**config.mk**
```make
export PLATFORM = sky130hd
export DESIGN_NAME = key_move_pulser
export DESIGN_NICKNAME = d
export VERILOG_FILES = /design/src/rtl/key_move_pulser.sv
export SDC_FILE = /design/constraint.sdc
export NUM_CORES = 1
export LEC_CHECK = 0
export CORE_ASPECT_RATIO = 0.5
export CORE_MARGIN = 3
export CORE_UTILIZATION = 62
export CTS_CLUSTER_DIAMETER = 80
export DETAILED_ROUTE_END_ITERATION = 10
export GPL_TIMING_DRIVEN = 0
export PLACE_DENSITY = 0.8
export SYNTH_ARGS = -nofsm -noshare
export SYNTH_HDL_FRONTEND = slang
export SYNTH_SLANG_ARGS = --single-unit
```
**constraint.sdc**
```tcl
create_clock -name vga_clk -period 5 [get_ports vga_clk]
set_input_delay 0.75 -clock vga_clk [delete_from_list [all_inputs] [get_ports vga_clk]]
set_output_delay 0.75 -clock vga_clk [all_outputs]
set_load 0.005 [all_outputs]
```
**src/rtl/key_move_pulser.sv**
```systemverilog
// Debounced, auto-repeating movement strobes from four active-low push buttons.
// Define KEY_AUTO_REPEAT_EN to enable hold-to-repeat; otherwise each accepted press strobes once.
module key_move_pulser #(
  parameter int unsigned DEBOUNCE_CYCLES = 250000,
  parameter int unsigned REPEAT_DELAY    = 12500000,
  parameter int unsigned REPEAT_PERIOD   = 5000000,
  parameter int unsigned CNT_W           = 24
) (
  input  logic       vga_clk,
  input  logic       reset,
  input  logic       key_up_n,
  input  logic       key_down_n,
  input  logic       key_left_n,
  input  logic       key_right_n,
  output logic       move_up,
  output logic       move_down,
  output logic       move_left,
  output logic       move_right,
  output logic [3:0] held
);

  typedef enum logic [2:0] {
    IDLE,
    PRESS_DB,
    HOLD_DELAY,
    HOLD_REPEAT,
    RELEASE_DB
  } key_state_t;

  localparam logic [CNT_W-1:0] CNT_ONE = CNT_W'(1);
  localparam logic [CNT_W-1:0] DB_LAST = CNT_W'(DEBOUNCE_CYCLES - 1);
`ifdef KEY_AUTO_REPEAT_EN
  localparam logic [CNT_W-1:0] DELAY_LAST  = CNT_W'(REPEAT_DELAY - 1);
  localparam logic [CNT_W-1:0] PERIOD_LAST = CNT_W'(REPEAT_PERIOD - 1);
`else
  logic unused_repeat_cfg;
  assign unused_repeat_cfg = ^{REPEAT_DELAY, REPEAT_PERIOD};
`endif

  logic [3:0]       raw_n;
  logic [3:0]       sync_0;
  logic [3:0]       sync_1;
  logic [3:0]       pressed;
  key_state_t       state      [4];
  key_state_t       state_next [4];
  logic [CNT_W-1:0] cnt        [4];
  logic [CNT_W-1:0] cnt_next   [4];
  logic [3:0]       in_repeat;
  logic [3:0]       in_repeat_next;
  logic [3:0]       pulse;

  assign raw_n   = {key_right_n, key_left_n, key_down_n, key_up_n};
  assign pressed = ~sync_1;

  // Synchronizers preset to the released level so reset never looks like a press.
  always_ff @(posedge vga_clk or posedge reset) begin
    if (reset) begin
      sync_0 <= 4'b1111;
      sync_1 <= 4'b1111;
    end else begin
      sync_0 <= raw_n;
      sync_1 <= sync_0;
    end
  end

  always_ff @(posedge vga_clk or posedge reset) begin
    if (reset) begin
      for (int k = 0; k < 4; k++) begin
        state[k] <= IDLE;
        cnt[k]   <= '0;
      end
      in_repeat <= 4'b0000;
    end else begin
      for (int k = 0; k < 4; k++) begin
        state[k] <= state_next[k];
        cnt[k]   <= cnt_next[k];
      end
      in_repeat <= in_repeat_next;
    end
  end

  // in_repeat remembers which hold state a bounced release must return to.
  always_comb begin
    in_repeat_next = in_repeat;
    pulse          = 4'b0000;
    for (int k = 0; k < 4; k++) begin
      state_next[k] = state[k];
      cnt_next[k]   = cnt[k];
      case (state[k])
        IDLE: begin
          cnt_next[k] = '0;
          if (pressed[k]) state_next[k] = PRESS_DB;
        end
        PRESS_DB: begin
          if (!pressed[k]) begin
            state_next[k] = IDLE;
            cnt_next[k]   = '0;
          end else if (cnt[k] == DB_LAST) begin
            state_next[k]     = HOLD_DELAY;
            cnt_next[k]       = '0;
            pulse[k]          = 1'b1;
            in_repeat_next[k] = 1'b0;
          end else begin
            cnt_next[k] = cnt[k] + CNT_ONE;
          end
        end
        HOLD_DELAY: begin
          if (!pressed[k]) begin
            state_next[k] = RELEASE_DB;
            cnt_next[k]   = '0;
          end else begin
`ifdef KEY_AUTO_REPEAT_EN
            if (cnt[k] == DELAY_LAST) begin
              state_next[k]     = HOLD_REPEAT;
              cnt_next[k]       = '0;
              pulse[k]          = 1'b1;
              in_repeat_next[k] = 1'b1;
            end else begin
              cnt_next[k] = cnt[k] + CNT_ONE;
            end
`else
            cnt_next[k] = '0;
`endif
          end
        end
`ifdef KEY_AUTO_REPEAT_EN
        HOLD_REPEAT: begin
          if (!pressed[k]) begin
            state_next[k] = RELEASE_DB;
            cnt_next[k]   = '0;
          end else if (cnt[k] == PERIOD_LAST) begin
            cnt_next[k] = '0;
            pulse[k]    = 1'b1;
          end else begin
            cnt_next[k] = cnt[k] + CNT_ONE;
          end
        end
`endif
        RELEASE_DB: begin
          if (pressed[k]) begin
            state_next[k] = in_repeat[k] ? HOLD_REPEAT : HOLD_DELAY;
            cnt_next[k]   = '0;
          end else if (cnt[k] == DB_LAST) begin
            state_next[k] = IDLE;
            cnt_next[k]   = '0;
          end else begin
            cnt_next[k] = cnt[k] + CNT_ONE;
          end
        end
        default: begin
          state_next[k] = IDLE;
          cnt_next[k]   = '0;
        end
      endcase
    end
  end

  // Opposing keys on one axis cancel; the two axes stay independent.
  always_ff @(posedge vga_clk or posedge reset) begin
    if (reset) begin
      move_up    <= 1'b0;
      move_down  <= 1'b0;
      move_left  <= 1'b0;
      move_right <= 1'b0;
    end else begin
      move_up    <= pulse[0] & ~pulse[1];
      move_down  <= pulse[1] & ~pulse[0];
      move_left  <= pulse[2] & ~pulse[3];
      move_right <= pulse[3] & ~pulse[2];
    end
  end

  always_comb begin
    held = 4'b0000;
    for (int k = 0; k < 4; k++) begin
      held[k] = (state[k] == HOLD_DELAY) || (state[k] == HOLD_REPEAT) ||
                (state[k] == RELEASE_DB);
    end
  end

endmodule

```
* After elaboration in Yosys (flattened, before gate mapping)
Cells that the tools add are included.
Storage, ports and cells: bits in registers 120, logic and storage cells 135
Operators by class: bitwise logic cells 9, muxes and demuxes 56, equality and inequality tests 36, reductions and logical operators 16, add/subtract/negate cells 4
Operators by type and width (number):
- $mux 24 | 12
- $pmux 24 s2 | 4
- $add 24x1->24 const B | 4
- $eq 24x18->1 const B | 4
- $mux 3 | 24
- $pmux 3 s4 | 4
- $eq 3x2->1 const B | 8
- $ne 3x3->1 const B | 8
- $ne 2x2->1 const B | 8
- $reduce_and 4->1 | 4
- $eq 3x1->1 const B | 4
- $eq 3x3->1 const B | 4
- $logic_not 3->1 | 4
- $mux 1 | 12
- $logic_or 1x1->1 | 8
- $and 1x1->1 | 4
- $not 1->1 | 4
- $not 4->4 | 1

* Longest topological paths before layout
depth in word-level cells 6, mapped depth 7, mapped depth without buffers 5

* Worst setup path after synthesis
OpenSTA, ideal clock, no wires.
kind register -> register, start point reg cnt[77] (netlist name), end point reg state[10] (netlist name), data required time 4.906 ns, setup slack 2.942 ns, clock period less this slack 2.058 ns, setup time 0.094 ns, data arrival time 1.964 ns, cell stages (with the launch flop) 5, path through dfrtp_1 -> or3_1 -> or4_4 -> or4_1 -> a221oi_2
Between the ends: cells in the longest elaborated chain, start to end 3, elaborated cells between the ends (all ways) 4, classes of those cells eq/ne: 3; reduce/logical: 1
Ends and longest elaborated chain:
- start, declared | line 46 | logic [CNT_W-1:0] cnt [4];
- start signal, assigned by index | line 76 | cnt[k] <= cnt_next[k];
- $eq 24x18->1 (*) | line 98, 143
- $ne 3x3->1 (no source line)
- $reduce_and 4->1 (no source line) (*)
- end signal, assigned by index | line 75 | state[k] <= state_next[k];
- end, declared | line 44 | key_state_t state [4];
Every way passes the cells marked *; elsewhere a longest branch is shown, timed or not. A chain may end at the register's enable or synchronous reset.

* Worst setup path in the final report
start point reg state[7] (netlist name), end point out held[1]
Between the ends: cells in the longest elaborated chain, start to end 3, elaborated cells between the ends (all ways) 5, classes of those cells eq/ne: 3; reduce/logical: 2
Ends and longest elaborated chain:
- $eq 3x2->1 | line 176 | held[k] = (state[k] == HOLD_DELAY) || (state[k] == HOLD_REPEAT) ||
- $logic_or 1x1->1 | line 176
- $logic_or 1x1->1 (*) | line 176
- end, declared | line 19 | output logic [3:0] held
Marked as above.

==> results.ini <==
[critical_path]
required_ps=4250
r2r_cells=6
startpoint=state[7]
r2r-start=cnt[0]
reg2reg_to=cnt[13]
worstSetupPathType=reg -> out
r2r_slack_ps=2460
critPathLaunchType=register
cp-end-kind=output port
worstPathArrival_ps=1830
cp_max_fo=5

[routing]
viasPerCell=6.121
wl_per_cell_um=15.79
route.vias.total=4689
drc=0
routed_wl_um=12100
drt_iter0_markers=271
first_pass_iters=4
drtAntennaViolNets=0

[yosys]
synth.area.top_cells=dfrtp_1, xor2_1, nor2_1, dfstp_2, xnor2_1
yosysWarnings=0
synth_xor_area_frac=0.07673
synth_most_common_cell=dfrtp_1
syn_nets=613
postSynth.asyncResetShare=1.000
yosysUniqueCellTypes=50
synth_cells=603
synth_fa_ha_area_frac=0.008432
yosys.area_share.simple=0.2808
ys_seq_area_frac=0.5076
synth_edf_count=0
synthTopCellsByCount=dfrtp_1, nor2_1, a21oi_1
synth.area.mux_share=0.001686
synth_top_family_by_area=simple AND/OR/NAND/NOR gates
synth_top_area_frac=0.4722
synth-compound-area-share=0.1035
synth_flop_cell=dfrtp_1
synth.largest_area_cell=dfrtp_1
ys_ff_latch=120
avgSynthCellArea_um2=9.844
syn_area_um2=5936

[die]
rows=24
dieArea_um2=10850
die_height_um=75.19
core_um2=9009
die_w_um=144.4
floorplan.initialDensity=0.6589
io_pins=14

[timing]
hold_viol=0
setup_viol=0
relSlewSlack=0.4063
clock_skew_ps=7.728
rsz0062_at_grt=false
finalSetupTns_ps=0
worstMarginPinSlew_ps=882.4
min_period_ps=2579
drv_slew=0
period_share=0.5157
fmax_mhz=387.8

[clocking]
cts_inserted_buffers=17
clkSlewWorstSetupHoldPaths_ps=50
clock_latency_ps=410
cts_resized=0
cts.path.max_buffers=2
clockRootBuffer=clkbuf_16
cts_sinks=120
cts_tree=done
postCtsHoldBufs=0
cts_setup_buffers=0
cts_max_level=4

[global_route]
grt_antenna_before_repair=0
grt.total_usage=0.2415
grt_max_degree=62
grt-ovfl-total=0
grt_pass1_wl_um=20690
grt_pass1_vias=4405

[power]
power_leakage_nw=2.701
ir_drop_v=0.0002700
power_mw=2.167
powerDensity_nw_per_um2=319.2

[hold_path]
hold_path_class=reg -> reg
holdPathStages=0
hold_path_end=sync_1[3]
hold_start=sync_0[3]

[outcome]
outcome=finished, final reports clean

[placed_design]
io_buffers=13
gp_congestion=0.8282
place.detailed.hpwl_um=7738

[layout]
area_delta_synth_final_pct=14.35
diodes=0
fillers=609
finish.net_count=646
layout-drive-gt1-share=0.09553

[job]
drv_cap=0

-- metrics by stage --
step                      instances  setup WS [ps]  area (um2)    util  hold slack [ps]
final                           766           2421        6788  0.7535            354.7
after CTS                       766           2411        6788  0.7535            355.3
after detailed placement        734           2528        6245  0.6932            347.5
after global routing            766           2190        6788  0.7535            355.8
after global placement          733         -576.1        6212  0.6896            347.1
after floorplan                 603           1077        5936       -            345.2
-- state kept, by name, summed over array words and instances, names as in the netlist --
name        cells
move_left       1
move_right      1
state          12
move_down       1
move_up         1
sync_0          4
cnt            96
sync_1          4
-- kinds of logic (layout without fill, tap and decap cells) --
logic type / Yosys count / after routing
AO/OA/AOI/OAI: 100 / 100
XOR/XNOR: 52 / 52
adder cells (fa/ha/maj): 4 / 4
buffers and inverters: 32 / 78
flip-flops: 120 / 120
multiplexers: 1 / 1
AND/OR/NAND/NOR: 294 / 294
-- layout make-up --
cell class	instances	area (um2)	share of cell area
sequential	120	3013	0.4439
multi-input combinational	451	2796	0.4120
clock buffer	23	467.9	0.06894
timing repair buffer	14	157.7	0.02323
tap	117	146.4	0.02157
clock inverter	9	75.07	0.01106
buffer	17	70.07	0.01032
inverter	15	61.31	0.009032
-- placed cells by master, fill, tap and decap left out, types with 17 or more instances in the layout --
master,Yosys,layout
nand3_1,33,33
nor2_1,66,66
nand2_1,34,34
xor2_1,29,29
xnor2_1,23,23
dfrtp_1,112,112
a21oi_1,38,38
clkbuf_16,0,17
o21ai_0,25,25
or3_1,18,18
nand4_1,28,28
-- where the power goes --
part,total [mW],switching [mW],internal (mW)
logic,0.0541,0.0382,0.0159
clock network,1.12,0.418,0.703
registers,0.992,0.00852,0.983
total,2.17,0.465,1.70
-- how the worst max path moves through the flow --
stage	cells past startpoint	to	slack (ps)
after global placement	2	cnt[29]	-580
after floorplan	1	cnt[0]	1080
after CTS	3	held[1]	2410
final	3	held[1]	2420
after detailed placement	6	cnt[8]	2530
after global routing	6	cnt[13]	2190
-- per-layer routing --
| metal | global-route usage | vias up | wire length, um |
|---|---|---|---|
| met4 | 0.08893 | 0 | 137 |
| met2 | 0.3885 | 79 | 5742 |
| met5 | 0 | - | 0 |
| met1 | 0.3278 | 2322 | 5813 |
| li1 | - | 2272 | - |
| met3 | 0.05520 | 16 | 402 |
-- critical path: stages (launching register included) --
cell             delay (ps)
dfrtp_1                 410
nand2b_1                180
o21ai_0                 270
clkdlybuf4s50_1         560
No activity file was read; power rests on OpenSTA's default activity.
